--- src/rtl/axi4_lite_slave_handshake_responder_pkg.sv ---
// Shared definitions for the AXI4-Lite slave handshake responder.
//   ready_gen_state_e    : state encoding of the per-channel ready generators
//   DEF_*                : default delays, latencies and outstanding depth
//   occ_next()           : next value of an occupancy counter
package Axi4LiteGlobalsPkg;

  typedef enum logic [1:0] {
    RG_IDLE  = 2'd0,
    RG_DELAY = 2'd1,
    RG_READY = 2'd2
  } ready_gen_state_e;

  localparam int DEF_READY_DELAY     = 0;
  localparam int DEF_LATENCY         = 1;
  localparam int DEF_MAX_OUTSTANDING = 4;

  // Accept and retire in the same cycle cancel out. Callers guarantee that a
  // retire only happens with cnt > 0 and an accept only with credit.
  function automatic int occ_next(input int cnt, input logic inc, input logic dec);
    return cnt + int'(inc) - int'(dec);
  endfunction

endpackage

--- src/rtl/axi4_lite_slave_handshake_responder_ready_gen.sv ---
// Ready generator for one AXI4-Lite address/data channel.
//   clk, rst   : clock, synchronous active-high reset
//   valid      : channel valid from the master
//   credit     : room for one more accepted transfer
//   ready      : registered ready, rises DELAY+1 cycles after valid is sampled
//   err_pulse  : valid dropped while waiting for the handshake
module axi4_lite_ready_gen
  import Axi4LiteGlobalsPkg::*;
#(
  parameter int DELAY = DEF_READY_DELAY
) (
  input  logic clk,
  input  logic rst,
  input  logic valid,
  input  logic credit,
  output logic ready,
  output logic err_pulse
);

  // Counter holds DELAY-1 at most; DELAY counts include the IDLE->DELAY edge.
  localparam int TW = (DELAY > 1) ? $clog2(DELAY) : 1;

  ready_gen_state_e state_q, state_d;
  logic [TW-1:0]    cnt_q, cnt_d;
  logic             ready_q, ready_d;

  assign ready     = ready_q;
  assign err_pulse = (state_q != RG_IDLE) && !valid;

  always_comb begin
    state_d = state_q;
    cnt_d   = cnt_q;
    ready_d = ready_q;
    case (state_q)
      RG_IDLE: begin
        if (valid && credit) begin
          if (DELAY == 0) begin
            state_d = RG_READY;
            ready_d = 1'b1;
          end else begin
            state_d = RG_DELAY;
            cnt_d   = TW'(DELAY - 1);
          end
        end
      end
      RG_DELAY: begin
        if (!valid) begin
          state_d = RG_IDLE;
        end else if (cnt_q == '0) begin
          state_d = RG_READY;
          ready_d = 1'b1;
        end else begin
          cnt_d = cnt_q - 1'b1;
        end
      end
      RG_READY: begin
        // ready_q is 1 here, so valid means handshake and !valid means the
        // master gave up; both end the attempt.
        state_d = RG_IDLE;
        ready_d = 1'b0;
      end
      default: begin
        state_d = RG_IDLE;
        ready_d = 1'b0;
      end
    endcase
  end

  always_ff @(posedge clk) begin
    if (rst) begin
      state_q <= RG_IDLE;
      cnt_q   <= '0;
      ready_q <= 1'b0;
    end else begin
      state_q <= state_d;
      cnt_q   <= cnt_d;
      ready_q <= ready_d;
    end
  end

endmodule

--- src/rtl/axi4_lite_slave_handshake_responder.sv ---
// AXI4-Lite slave handshake responder (no payload).
//   aclk, areset          : clock, synchronous active-high reset
//   awvalid/awready       : write address handshake (ready after AW_READY_DELAY)
//   wvalid/wready         : write data handshake (ready after W_READY_DELAY)
//   bvalid/bready         : write response, B_LATENCY after an AW+W pair
//   arvalid/arready       : read address handshake (ready after AR_READY_DELAY)
//   rvalid/rready         : read response, R_LATENCY after an accepted AR
//   wr_outstanding        : accepted AW without completed B
//   rd_outstanding        : accepted AR without completed R
//   protocol_err          : sticky, a valid was dropped before its handshake
module axi4_lite_slave_handshake_responder
  import Axi4LiteGlobalsPkg::*;
#(
  parameter int AW_READY_DELAY  = DEF_READY_DELAY,
  parameter int W_READY_DELAY   = DEF_READY_DELAY,
  parameter int AR_READY_DELAY  = DEF_READY_DELAY,
  parameter int B_LATENCY       = DEF_LATENCY,
  parameter int R_LATENCY       = DEF_LATENCY,
  parameter int MAX_OUTSTANDING = DEF_MAX_OUTSTANDING,
  parameter int CW              = $clog2(MAX_OUTSTANDING + 1)
) (
  input  logic          aclk,
  input  logic          areset,
  input  logic          awvalid,
  output logic          awready,
  input  logic          wvalid,
  output logic          wready,
  output logic          bvalid,
  input  logic          bready,
  input  logic          arvalid,
  output logic          arready,
  output logic          rvalid,
  input  logic          rready,
  output logic [CW-1:0] wr_outstanding,
  output logic [CW-1:0] rd_outstanding,
  output logic          protocol_err
);

  // Timers hold LATENCY-1; a latency of 1 raises valid on the load edge.
  localparam int BTW = (B_LATENCY > 2) ? $clog2(B_LATENCY) : 1;
  localparam int RTW = (R_LATENCY > 2) ? $clog2(R_LATENCY) : 1;
  localparam logic [CW-1:0] MAX_CNT = CW'(MAX_OUTSTANDING);

  logic [CW-1:0]  aw_cnt_q, aw_cnt_d, w_cnt_q, w_cnt_d, rd_cnt_q, rd_cnt_d;
  logic           b_pend_q, b_pend_d, bvalid_q, bvalid_d;
  logic           r_pend_q, r_pend_d, rvalid_q, rvalid_d;
  logic [BTW-1:0] b_tmr_q, b_tmr_d;
  logic [RTW-1:0] r_tmr_q, r_tmr_d;
  logic           err_q, err_d;
  logic           aw_err, w_err, ar_err;
  logic           aw_hs, w_hs, ar_hs, b_hs, r_hs;

  axi4_lite_ready_gen #(.DELAY(AW_READY_DELAY)) u_aw_gen (
    .clk(aclk), .rst(areset), .valid(awvalid),
    .credit(aw_cnt_q < MAX_CNT), .ready(awready), .err_pulse(aw_err)
  );

  axi4_lite_ready_gen #(.DELAY(W_READY_DELAY)) u_w_gen (
    .clk(aclk), .rst(areset), .valid(wvalid),
    .credit(w_cnt_q < MAX_CNT), .ready(wready), .err_pulse(w_err)
  );

  axi4_lite_ready_gen #(.DELAY(AR_READY_DELAY)) u_ar_gen (
    .clk(aclk), .rst(areset), .valid(arvalid),
    .credit(rd_cnt_q < MAX_CNT), .ready(arready), .err_pulse(ar_err)
  );

  assign aw_hs = awvalid & awready;
  assign w_hs  = wvalid & wready;
  assign ar_hs = arvalid & arready;
  assign b_hs  = bvalid_q & bready;
  assign r_hs  = rvalid_q & rready;

  assign bvalid         = bvalid_q;
  assign rvalid         = rvalid_q;
  assign wr_outstanding = aw_cnt_q;
  assign rd_outstanding = rd_cnt_q;
  assign protocol_err   = err_q;

  always_comb begin
    aw_cnt_d = CW'(occ_next(int'(aw_cnt_q), aw_hs, b_hs));
    w_cnt_d  = CW'(occ_next(int'(w_cnt_q), w_hs, b_hs));
    rd_cnt_d = CW'(occ_next(int'(rd_cnt_q), ar_hs, r_hs));
    err_d    = err_q | aw_err | w_err | ar_err;

    // Write response: one B in flight at a time, started by an AW+W pair.
    b_pend_d = b_pend_q;
    b_tmr_d  = b_tmr_q;
    bvalid_d = bvalid_q;
    if (bvalid_q) begin
      if (bready) bvalid_d = 1'b0;
    end else if (b_pend_q) begin
      if (b_tmr_q <= BTW'(1)) begin
        bvalid_d = 1'b1;
        b_pend_d = 1'b0;
      end else begin
        b_tmr_d = b_tmr_q - 1'b1;
      end
    end else if ((aw_cnt_q != '0) && (w_cnt_q != '0)) begin
      if (B_LATENCY <= 1) begin
        bvalid_d = 1'b1;
      end else begin
        b_pend_d = 1'b1;
        b_tmr_d  = BTW'(B_LATENCY - 1);
      end
    end

    // Read response: same scheme keyed on accepted ARs.
    r_pend_d = r_pend_q;
    r_tmr_d  = r_tmr_q;
    rvalid_d = rvalid_q;
    if (rvalid_q) begin
      if (rready) rvalid_d = 1'b0;
    end else if (r_pend_q) begin
      if (r_tmr_q <= RTW'(1)) begin
        rvalid_d = 1'b1;
        r_pend_d = 1'b0;
      end else begin
        r_tmr_d = r_tmr_q - 1'b1;
      end
    end else if (rd_cnt_q != '0) begin
      if (R_LATENCY <= 1) begin
        rvalid_d = 1'b1;
      end else begin
        r_pend_d = 1'b1;
        r_tmr_d  = RTW'(R_LATENCY - 1);
      end
    end
  end

  always_ff @(posedge aclk) begin
    if (areset) begin
      aw_cnt_q <= '0;
      w_cnt_q  <= '0;
      rd_cnt_q <= '0;
      b_pend_q <= 1'b0;
      b_tmr_q  <= '0;
      bvalid_q <= 1'b0;
      r_pend_q <= 1'b0;
      r_tmr_q  <= '0;
      rvalid_q <= 1'b0;
      err_q    <= 1'b0;
    end else begin
      aw_cnt_q <= aw_cnt_d;
      w_cnt_q  <= w_cnt_d;
      rd_cnt_q <= rd_cnt_d;
      b_pend_q <= b_pend_d;
      b_tmr_q  <= b_tmr_d;
      bvalid_q <= bvalid_d;
      r_pend_q <= r_pend_d;
      r_tmr_q  <= r_tmr_d;
      rvalid_q <= rvalid_d;
      err_q    <= err_d;
    end
  end

endmodule

--- config.mk ---
export PLATFORM = sky130hd
export DESIGN_NAME = axi4_lite_slave_handshake_responder
export DESIGN_NICKNAME = d
export VERILOG_FILES = /design/src/rtl/axi4_lite_slave_handshake_responder_pkg.sv /design/src/rtl/axi4_lite_slave_handshake_responder_ready_gen.sv /design/src/rtl/axi4_lite_slave_handshake_responder.sv
export SDC_FILE = /design/constraint.sdc
export NUM_CORES = 1
export LEC_CHECK = 0
export CAP_MARGIN = 20
export CORE_MARGIN = 3
export CORE_UTILIZATION = 45
export CTS_CLUSTER_SIZE = 25
export DETAILED_ROUTE_END_ITERATION = 8
export PLACE_DENSITY = 0.78
export SYNTH_ARGS = -nofsm -noshare
export SYNTH_HDL_FRONTEND = slang
export SYNTH_SLANG_ARGS = --single-unit
--- constraint.sdc ---
create_clock -name aclk -period 2.5 [get_ports aclk]
set_clock_uncertainty 0.15 [all_clocks]
set_input_delay 0.25 -clock aclk [delete_from_list [all_inputs] [get_ports aclk]]
set_output_delay 0.25 -clock aclk [all_outputs]
set_load 0.02 [all_outputs]
# Yosys cells after proc, flatten, opt, wreduce, memory -nomap -nowiden
# Index checks and enable logic that the tools add are counted.
# word_totals
reg_bits	28
out_inout_bits	12
# classes
n_addsub	11
n_lt_le_gt_ge	5
n_eq_ne	15
muxes	41
n_bitwise	12
n_reduce_logical	30
# ops
op	n
1-bit 2-to-1 mux	26
2-bit 2-to-1 mux	9
3-bit AND reduction	5
2-bit != test, second input constant	6
2-bit case mux with 2 select lines	3
2-bit AND reduction	6
3-bit by 1-bit adder with 3-bit output	3
3-bit < comparator, second input constant	3
3-bit != test, second input constant	3
3-bit nonzero test	3
3-bit by 1-bit subtractor with 3-bit output	3
1-bit logical AND	7
2-bit by 1-bit equality test with 1-bit output, second input constant	3
2-bit zero test	3
2-bit by 1-bit != test with 1-bit output, second input constant	3
1-bit case mux with 2 select lines	3
2-bit nonzero test	3
1-bit AND	5
1-bit subtractor, second input constant	5
1-bit NOT	4
1-bit zero test	3
1-bit bitwise OR	3
1-bit <= comparator, second input constant	2

# Logic depth before layout (Yosys ltp)
# Gate-level depths: netlist of run 1.
# logic_depth
depth_word	5
mapped_depth	8
mapped_depth_nobuf	8

# Modules after synthesis
# A second synthesis of run 1 with hierarchy kept.
# unflattened
hier_cells	66
hier_area_um2	715.7
# by_module_without_submodules
module	n_inst	cells_each	area_per_inst_um2
axi4_lite_slave_handshake_responder	1	57	599.3
axi4_lite_ready_gen	3	3	38.8

# Least setup slack after synthesis of run 1
# Ideal clock, no wire load.
# synth_path
path_kind	flip-flop to flip-flop
from	reg bvalid_q (netlist: bvalid)
to	reg aw_cnt_q[2] (netlist: wr_outstanding[2])
t_arrival_ps	1675
t_required_ps	2238
setup_slack_ps	563
path_stages_with_launch	8
path_cell_list	dfxtp_1 nand2_1 xor2_1 ha_1 inv_1 fa_1 xnor3_1 nor2_1
# synth_between
elab_chain_len	2
# synth_lines
item	line_no	rtl
start, declared	axi4_lite_slave_handshake_responder.sv:45	logic b_pend_q, b_pend_d, bvalid_q, bvalid_d;
start signal, assigned	axi4_lite_slave_handshake_responder.sv:149	bvalid_q <= bvalid_d;
1-bit AND	axi4_lite_slave_handshake_responder.sv:71	assign b_hs = bvalid_q & bready;
3-bit by 1-bit subtractor with 3-bit output	axi4_lite_slave_handshake_responder_pkg.sv:20	return cnt + int'(inc) - int'(dec);
end signal, assigned	axi4_lite_slave_handshake_responder.sv:144	aw_cnt_q <= aw_cnt_d;
end, declared	axi4_lite_slave_handshake_responder.sv:44	logic [CW-1:0] aw_cnt_q, aw_cnt_d, w_cnt_q, w_cnt_d, rd_cnt_q, rd_cnt_d;
# Every way passes these cells.
# A chain may end at the register's enable or synchronous reset.

# Worst setup path after layout of run 1
# layout_path
from	in bready
to	reg aw_cnt_q[2] (netlist: wr_outstanding[2])
# layout_between
elab_chain_len	2
# layout_lines
item	line_no	rtl
start, declared	axi4_lite_slave_handshake_responder.sv:29	input logic bready,
1-bit AND	axi4_lite_slave_handshake_responder.sv:71	
3-bit by 1-bit subtractor with 3-bit output	axi4_lite_slave_handshake_responder_pkg.sv:20	
# Every way passes these cells.

==> summary.txt, run 1 <==
Clock tree
  – Clock transition at the registers of the reported paths: 0.09 ns
  – Total CTS buffers: 3
  – Clock Latency Late Sink: around 0.28 ns
  – Postcts setup bufs: 0
  – Hold-fix buffers at CTS: 0
  – Resize count post-CTS: 0
  – Clk Tree Root Cell: clkbuf_4
  – CTS tree: yes
  – Max clock buf depth: 2
  – Sink Count: 15
  – H-tree levels: 1

GRT
  – GRT Residual Overflow: 0
  – Pin count of the biggest net entering global routing: 11
  – Global-route wire length before repair: 2270 um
  – Vias in the first global route: 516
  – Total Routing Usage GR: 0.1585
  – Initial antenna violation count: 0

STA
  – Final hold vios: 0
  – Period Utilization, post-route: 0.7908
  – Max_slew headroom: 0.8145
  – Post-Route Setup TNS: 0 ns
  – Slew @ Worst Pin: 0.2757 ns
  – Final min period: between 1.5 and 2 ns
  – Fmax achieved: 505.8 MHz
  – Fin Hold WS: approximately 0.33 ns
  – Final setup viols: 0
  – Max Slew Vio Count: 0
  – RSZ-0062 raised after global routing: false

Floorplanning
  – DIE WIDTH: 45.28 um
  – I/O pins: 19
  – Chip height: 45.28 um
  – # rows: 13
  – Core area: around 0.0014 mm^2
  – Initial core utilization: 0.5082
  – DIE AREA: between 0.002 and 0.0025 mm^2

Yosys
  – Yosys reg bits: 15
  – Mapped Cells: 62
  – Synthesized area per cell: around 11 um^2
  – Commonest cells in the netlist: dfxtp_1, inv_1, nor2_1
  – Sequential area share after synthesis: 0.4324
  – Ys flop type: dfxtp_1
  – Yosys top cell by area: dfxtp_1
  – Yosys top cell area share: 0.4324
  – Cell Area, Synth: about 690 um^2
  – Ys Warns: 0
  – Post-synth EDFFs: 0
  – Yosys cell types: 21
  – Most common cell in the netlist: dfxtp_1
  – Post-Syn Nets: between 70 and 80
  – Synth top area cells: dfxtp_1, fa_1, ha_1
  – Ys async rst share: 0

Finish
  – Nets: 99
  – Finished Layout Cells: 99
  – Diode count: 0
  – Layout cell share with drive strength beyond 1: 0.04762
  – Area growth, synth to finish: 31.89%

Route
  – Post-route ant nets: 0
  – Metal3 WL: roughly 96 um
  – Post-detailed-route wirelength per cell: around 13 um
  – Vias/cell: 5.081
  – Vias: a little over 500
  – Top Metal Used: met4
  – Post-route DRC violation count: 0
  – Wl on met1: around 590 um
  – Starting DRT DRC Count: 5
  – Drt total wl: between 1000 and 1500 um
  – DR pass1 iterations: 4
  – DR WL met2: ~620 um

Power
  – Power per Cell Area: about 770 mW/mm^2
  – Psw: around 0.00022 W
  – Comb power frac: 0.356
  – Flop pwr share: 0.446
  – Sw Ratio: 0.3150
  – Internal Power: 0.0004834 W
  – Peak supply drop: 0.4312 mV
  – Clock Power Share: 0.199
  – P_leak: ~0.36 nW

Min path
  – Worst Hold Launch: w_cnt_q[2]$_SDFF_PP0_
  – Hold Path Class: reg2reg

Critical path
  – Setup CP Type: in2reg
  – CP peak stage delay: slightly below 0.5 ns
  – R2R Path Start: bvalid$_SDFF_PP0_
  – Crit path DAT: between 2 and 2.5 ns
  – Crit-path cells: clkdlybuf4s50_1 > nand2_1 > xor2_1 > ha_1 > inv_1 > fa_1 > xnor3_1 > nor2_1
  – Slowest-stage cell, CP: clkdlybuf4s50_1
  – Maximum fanout along the worst path: 3
  – Critical Path RT: approximately 2.5 ns
  – Crit path launch: bready
  – Startpoint types: input port
  – Crit path capture type: register

Placement
  – Port bufs: 18
  – RePlAce Congestion: between 0.6 and 0.7
  – Detail Placement HPWL: a little under 1000 um
  – Placed Cells: 95

Run
  – Maxcap violations: 0

Run status
  – Status: complete, no violations
[flip-flops by register name (all words and copies together), names as in the netlist]
signal / flops
u_aw_gen.ready: 1
protocol_err: 1
rd_outstanding: 3
u_w_gen.state_q: 1
w_cnt_q: 3
rvalid: 1
wr_outstanding: 3
u_ar_gen.ready: 1
bvalid: 1
[placed cells by master, fill, tap and decap left out]
cell	count
nor4_1	1
dfxtp_1	15
clkbuf_1	1
inv_1	5
nand3_1	1
a21oi_1	1
nor4b_1	3
clkbuf_4	3
nor2b_1	4
xor3_1	1
and2_1	1
a41oi_1	1
nor2_1	5
fa_1	3
clkdlybuf4s50_1	18
buf_4	1
ha_1	4
or3b_1	1
nand2b_1	3
nor3_1	3
nand2_1	4
xor2_1	2
xnor3_1	2
o41ai_1	1
[through the flow]
step	power, W	cell area [um^2]	utilization	setup slack [ns]
after floorplan	0.0004658	694.4	-	0.5630
after global placement	0.0005599	889.6	0.6511	0.2854
after detailed placement	0.0005766	889.6	0.6511	0.2291
after CTS	0.0007164	915.9	0.6703	0.5257
after global routing	0.0007587	915.9	0.6703	0.4452
final	0.0007057	915.9	0.6703	0.5229
[cell type report]
cell class,count,area [um^2]
fillers,121,450.4
multi-input cells,41,364.1
flip-flops and latches,15,300.3
repair buffers,19,187.7
clock buffers,4,26.28
inverters,5,18.77
well taps,15,18.77
[worst max-delay path, delay by kind of cell]
family / cells / cell delay (ns)
buffers and inverters: 2 / 0.54
adders and majority gates: 2 / 0.53
xor gates and xnor gates: 2 / 0.54
and+or+nand+nor: 2 / 0.15
[cell families after synthesis]
| family | after synthesis | share of synthesized area |
|---|---|---|
| buffers and inverters | 6 | 0.04324 |
| adder cells (fa/ha/maj) | 7 | 0.1586 |
| flip-flops | 15 | 0.4324 |
| AO/OA/AOI/OAI | 3 | 0.03243 |
| XOR/XNOR | 5 | 0.1243 |
| AND/OR/NAND/NOR | 26 | 0.2090 |
[routing by layer]
metal,up-vias,track usage
met5,-,0
met4,0,0.03509
met3,2,0.06375
met2,16,0.2514
met1,232,0.2025
li1,253,-
[power by group through the flow]
stage	combinational [W]	sequential [W]	clock, W
global route	0.000281	0.000323	0.000155
finish	0.000251	0.000315	0.000140
global placement	0.000241	0.000318	0
detailed placement	0.000255	0.000321	0
CTS	0.000257	0.000316	0.000143
floorplan	0.000108	0.000358	0
[path summary, 6_finish.rpt]
check	end	slack [ns]	cells past startpoint
max	wr_outstanding[2]$_SDFF_PP0_	0.52	8
min	u_w_gen.state_q[1]$_SDFFE_PP0P_	0.33	1
max reg2reg	wr_outstanding[2]$_SDFF_PP0_	0.58	7
min reg2reg	u_w_gen.state_q[1]$_SDFFE_PP0P_	0.33	1
(Power assumes the default switching activity.)
==> inputs of run 2 (changes only) <==
--- a/config.mk
+++ b/config.mk
@@ -7,10 +7,10 @@
 export LEC_CHECK = 0
 export CAP_MARGIN = 20
 export CORE_MARGIN = 3
-export CORE_UTILIZATION = 45
+export CORE_UTILIZATION = 41
 export CTS_CLUSTER_SIZE = 25
 export DETAILED_ROUTE_END_ITERATION = 8
-export PLACE_DENSITY = 0.78
+export PLACE_DENSITY = 0.75
 export SYNTH_ARGS = -nofsm -noshare
 export SYNTH_HDL_FRONTEND = slang
 export SYNTH_SLANG_ARGS = --single-unit
==> constraint.sdc (replaced) <==
create_clock -name aclk -period 1.65 [get_ports aclk]
set_clock_uncertainty 0.15 [all_clocks]
set_input_delay 0.165 -clock aclk [delete_from_list [all_inputs] [get_ports aclk]]
set_output_delay 0.165 -clock aclk [all_outputs]
set_load 0.02 [all_outputs]
==> run 2 against run 1 <==
Compared with the run above:
- the flow now finishes with violations (setup timing)
- die area rose by 8.5%
- combinational power rose by 71%
- setup slack got worse by 0.56 ns
- sequential cell count did not move
- hold slack got worse by 0.28 ns
- final area rose by 16%
- first-iteration DRC count rose by 40%
- cell count rose by 10%
- register-to-register slack got worse by 0.62 ns
- global-route usage fell by 2.3 points
- wire length rose by 2.4%
- critical path type is now reg2reg
- critical endpoint is now rd_outstanding[2]$_SDFF_PP0_
- highest routed layer unchanged
==> summary.txt, run 2 (synthesis results as in run 1) <==
Power
  – P_leak: 0.5086 nW (+41%)
  – Peak supply drop: 0.7888 mV (+83%)
  – Power per Cell Area: 1044 mW/mm^2 (+35%)

Finish
  – Finished Layout Cells: 109 (+10%)
  – Fill cell count: 130 (+7.4%)
  – Diode count: 0 (unchanged)
  – Most frequent cells in the layout: buf_4, dfxtp_1, dlygate4sd2_1
  – Layout cell share with drive strength beyond 1: 0.3656 (+0.3180)
  – Area growth, synth to finish: 53.33%
  – Nets: 108 (+9.1%)

Critical path
  – Worst setup path endpoint: rd_outstanding[2]$_SDFF_PP0_
  – Crit path launch: rvalid$_SDFF_PP0_
  – R2R Path Start: rvalid$_SDFF_PP0_
  – Crit path capture type: register
  – Critical Path RT: 1.68 ns (-0.85 ns)
  – Crit path DAT: 1.72 ns (-0.29 ns)
  – RR Endpoint: rd_outstanding[2]$_SDFF_PP0_
  – Startpoint types: register
  – Maximum fanout along the worst path: 2 (-1)
  – Setup CP Type: reg2reg
  – R2r setup slk: -0.04 ns (-0.62 ns)
  – Cells on worst reg2reg path: 8 (+1)

GRT
  – Most Used Layer, Global Route: met2
  – Met2 usage: 0.1924 (-0.05900)
  – Met3 Use GR: 0.06130 (-0.002442)
  – Pin count of the biggest net entering global routing: 10 (-1)
  – Global-route wire length before repair: 1994 um (-12%)
  – GR Util met1: 0.1742 (-0.02828)
  – Vias in the first global route: 486 (-5.8%)
  – GRT Residual Overflow: 0 (unchanged)
  – Initial antenna violation count: 0 (unchanged)
  – Total Routing Usage GR: 0.1354 (-0.02311)

Route
  – Post-detailed-route wirelength per cell: 12.28 um (-7.0%)
  – DR pass1 iterations: 4 (unchanged)
  – Post-route ant nets: 0 (unchanged)
  – Vias/cell: 5.064 (-0.33%)
  – Drt total wl: 1339 um (+2.4%)
  – Vias: 552 (+9.7%)
  – Post-route DRC violation count: 0 (unchanged)
  – Starting DRT DRC Count: 7 (+2)

Run status
  – Failing checks: setup timing
  – Status: finished, violations left

STA
  – Setup slack after layout: -0.03988 ns (-0.5628 ns)
  – Final setup viols: 2 (+2)
  – Slew @ Worst Pin: 0.2829 ns (+0.007198 ns)
  – Final hold vios: 0 (unchanged)
  – Fmax achieved: around 590 MHz
  – Fin Hold WS: 0.04875 ns (-0.2795 ns)
  – Max Slew Vio Count: 0 (unchanged)
  – Period Utilization, post-route: 1.024
  – Final min period: around 1.7 ns
  – RSZ-0062 raised after global routing: true
  – Max_slew headroom: 0.8089 (-0.005571)

Placement
  – RePlAce Congestion: 0.7210 (+3.1%)
  – Detail Placement HPWL: 1034 um (+4.5%)
  – Placed Cells: 105 (+11%)
  – Port bufs: 18 (unchanged)

Floorplanning
  – Core area: 0.001541 mm^2 (+13%)
  – DIE WIDTH: 47.16 um (+4.1%)
  – Chip height: 47.16 um (+4.1%)
  – DIE AREA: 0.002224 mm^2 (+8.5%)
  – # rows: 14 (+1)
  – I/O pins: 19 (unchanged)
  – Initial core utilization: 0.4505 (-0.05775)

Clock tree
  – Total CTS buffers: 3 (unchanged)
  – Clock Latency Late Sink: 0.28 ns (about the same)
  – Clock transition at the registers of the reported paths: 0.08 ns (about the same)
  – Max clock buf depth: 2 (unchanged)
  – H-tree levels: 1 (unchanged)
  – Clk Tree Root Cell: clkbuf_4
  – CTS tree: yes
  – Sink Count: 15 (unchanged)
  – Hold-fix buffers at CTS: 0 (unchanged)

Min path
  – Hold Path Class: in2reg
  – WHS Path Cells: 2 (+1)

Run
  – Maxcap violations: 0 (unchanged)
[run 2: cell types whose count changed in the layout (fill, tap and decap cells not counted), moves of 3 or more]
cell | before | now
buf_4 | 1 | 10
clkdlybuf4s50_1 | 18 | 4
dfxtp_1 | 15 | 10
dfxtp_4 | 0 | 4
dlygate4sd2_1 | 0 | 9
dlymetal6s2s_1 | 0 | 5
fa_1 | 3 | 0
fa_2 | 0 | 3
ha_1 | 4 | 0
inv_1 | 5 | 2
inv_2 | 0 | 3
nand2_1 | 4 | 1
[run 2: critical path, stage by stage (launching register included)]
cell     delay [ns]
dfxtp_4        0.34
and2_4         0.14
ha_4           0.21
inv_2          0.06
ha_4           0.11
inv_2          0.03
fa_2           0.32
xnor3_1        0.20
nor2_1         0.04
[run 2: layout make-up]
type                    instances  area [um^2]  share of cell area
multi-input cells              41        426.7              0.4007
flip-flops and latches         15        316.6              0.2973
repair buffers                 28        256.5              0.2409
clock buffers                   4        26.28             0.02468
well taps                      16        20.02             0.01880
inverters                       5        18.77             0.01763
[run 2: report_power, final]
| part | switching (W) | total, W | internal (W) |
|---|---|---|---|
| combinational | 0.000183 | 0.000428 | 0.000245 |
| clock | 0.000108 | 0.000201 | 0.0000939 |
| sequential | 0.0000538 | 0.000482 | 0.000428 |
| total | 0.000344 | 0.00111 | 0.000767 |
[run 2: layer usage]
metal / vias to the layer above / share of wire
li1: 271 / -
met3: 4 / 0.061
met1: 259 / 0.43
met4: 0 / 0.019
met2: 18 / 0.49
met5: - / 0
[run 2: how the worst min path moves through the flow]
stage | start | end | slack [ns]
2_1_floorplan | areset | rd_outstanding[0]$_SDFF_PP0_ | 0.09
3_3_place_gp | w_cnt_q[2]$_SDFF_PP0_ | u_w_gen.state_q[1]$_SDFFE_PP0P_ | 0.31
3_5_place_dp | w_cnt_q[2]$_SDFF_PP0_ | u_w_gen.state_q[1]$_SDFFE_PP0P_ | 0.31
4_1_cts | awvalid | u_aw_gen.ready$_SDFFE_PP0P_ | 0.27
5_1_grt | arvalid | u_ar_gen.ready$_SDFFE_PP0P_ | 0.04
6_report | arvalid | u_ar_gen.ready$_SDFFE_PP0P_ | 0.05
[run 2: timing repair]
item                                    in CTS  in global routing
pin swaps                                    3                  4
endpoints found under the setup margin      11                  9
gates resized for setup                     12                 10
setup buffers                                0                  0
[run 2: stage by stage]
stage / setup TNS, ns / power (W) / worst slack (ns) / instance area, um^2 / utilization
floorplan: -0.1225 / 0.0007434 / -0.06910 / 750.7 / -
global placement: -1.972 / 0.0009203 / -0.3900 / 1015 / 0.6583
detailed placement: -2.009 / 0.0009288 / -0.3880 / 1015 / 0.6583
CTS: -0.1007 / 0.001128 / -0.04274 / 1037 / 0.6729
global route: -0.1729 / 0.001184 / -0.09034 / 1065 / 0.6907
finish: -0.07253 / 0.001111 / -0.03988 / 1065 / 0.6907
==> variant (config.mk and constraints of run 1) <==
Re-encode `ready_gen_state_e` (3 states) as one-hot, 3 bits wide.
--- a/src/rtl/axi4_lite_slave_handshake_responder_pkg.sv
+++ b/src/rtl/axi4_lite_slave_handshake_responder_pkg.sv
@@ -4,10 +4,10 @@
 //   occ_next()           : next value of an occupancy counter
 package Axi4LiteGlobalsPkg;
 
-  typedef enum logic [1:0] {
-    RG_IDLE  = 2'd0,
-    RG_DELAY = 2'd1,
-    RG_READY = 2'd2
+  typedef enum logic [2:0] {
+    RG_IDLE  = 3'b001,
+    RG_DELAY = 3'b010,
+    RG_READY = 3'b100
   } ready_gen_state_e;
 
   localparam int DEF_READY_DELAY     = 0;
Behaviour: same outputs for any inputs over 10 cycles, from zero or initial values and one cycle with areset high; not proved beyond that.
==> variant against run 1 <==
  * Worst hold slack improved by 0.032 ns
  * Synthesized cell count rose by 24%
  * Area after synthesis increased by 9.5%
  * Power increased by 12%
  * Die area up 8.3%
  * Clock power grew 28%
  * Wire length rose by 2.8%
  * Worst setup slack got worse by 0.14 ns
  * Final area increased by 7.7%
  * Sequential cell count grew 3
  * Core utilization decreased by 3.1 points
  * Global-route usage down 1.7 points
==> variant: results (changes against run 1) <==
status=finished clean; GRT Overall Usage=14.2% (-1.7 points); Synth Area in Compound Gates=4.77% (+1.5 points); Commonest cells post-synth=18 x dfxtp_1, 9 x nor2_1, 8 x inv_1; worst path arrival time=2.19 ns (+0.18 ns); first-pass detailed-route iteration total=4 (unchanged); Num CTS Buffers=3 (unchanged); reg2reg path depth=9 (+2); WL per Instance=11.8 um (-11%); adder-cell share of the synthesized area=14.5% (-1.4 points); post-synth cell types=22 (+4.8%); Post-Synthesis Cells=77 (+24%); fraction of layout instances using a drive strength above 1=4.08% (-0.68 points); largest net degree at the start of global routing=16 (+5); final wirelength=1.34 mm (+2.8%); maximum vdd drop=0.460 mV (+6.7%); worst r2r src=bvalid; Worst-Skew Late Latency=0.29 ns; Final Wtd Congestion=0.768 (+9.9%); first-pass GRT wire length=2.16 mm (-4.9%); leakage power=0.000428 uW (+19%); Reg2Reg Setup Slack=0.39 ns (-0.19 ns); Clk Tree Root Cell=clkbuf_4; Placed Cells=110 (+16%); via/cell ratio=4.99 (-1.8%); fillers=127 (+5.0%); DPL Wire Length=1.07 mm (+7.8%); Hold EP=protocol_err; Post-Synth XOR/XNOR Area=5.76% (-6.7 points); Slew HR=62.6% (-19 points); crit-path max cell delay=0.47 ns (-0.02 ns); vias in the first global route=533 (+3.3%); dominant cells by area after synthesis=dfxtp_1 47%, fa_1 7.9%, ha_1 6.6%; Starting DRT DRC Count=3 (-2); Hold Startpoint=protocol_err; Seq/Total Area, Yosys=47.4% (+4.1 points); delay-heaviest family, CP=simple AND/OR/NAND/NOR gates; CP max FO=4 (+1); syn_nets=91 (+20%)
variant: layout make-up:
| type | count | area share [%] |
|---|---|---|
| clock buffer | 4 | 3.68 |
| inverter | 8 | 3.05 |
| multi-input combinational | 50 | 36.4 |
| sequential | 18 | 36.5 |
| tap | 16 | 2.03 |
| timing repair buffer | 18 | 18.3 |
variant: report_power, final:
part | switching, uW | internal (uW) | leakage (uW)
Combinational | 116 | 130 | 0.000259
Sequential | 34.2 | 330 | 0.000148
Clock | 89.9 | 88.7 | 0.0000210
variant: kinds of logic after synthesis:
| kind of cell | count (synthesis) |
|---|---|
| compound gates | 5 |
| xor+xnor | 5 |
| fa+ha+maj | 7 |
| buf+inv | 9 |
| flops | 18 |
| simple gates | 33 |
variant: metal layers:
layer  up-vias  GRT usage [%]  wire, um
li1        294              -         -
met1       262           17.8       626
met2         9           21.1       634
met3         4           4.60        54
met4         0           8.29        27
met5         -              0         0
variant: worst max-delay path by stage:
stage,startpoint,endpoint,slack [ns],cells after the start
finish,bready,wr_outstanding[2],0.38,10
global route,bvalid,wr_outstanding[2],0.23,9
CTS,bvalid,wr_outstanding[2],0.37,9
detailed placement,bready,wr_outstanding[2],0.07,10
global placement,bready,wr_outstanding[2],0.14,10
floorplan,bvalid,wr_outstanding[2],0.42,9
variant: per-stage QoR:
stage / setup WS (ns) / util, % / power (uW) / hold slack [ns] / instance area, um^2
final: 0.380 / 64.0 / 788 / 0.360 / 986
after global routing: 0.234 / 64.0 / 843 / 0.382 / 986
after CTS: 0.371 / 64.0 / 799 / 0.357 / 986
after detailed placement: 0.0702 / 61.6 / 619 / 0.328 / 950
after global placement: 0.136 / 61.6 / 612 / 0.318 / 950
after floorplan: 0.418 / - / 518 / 0.172 / 761
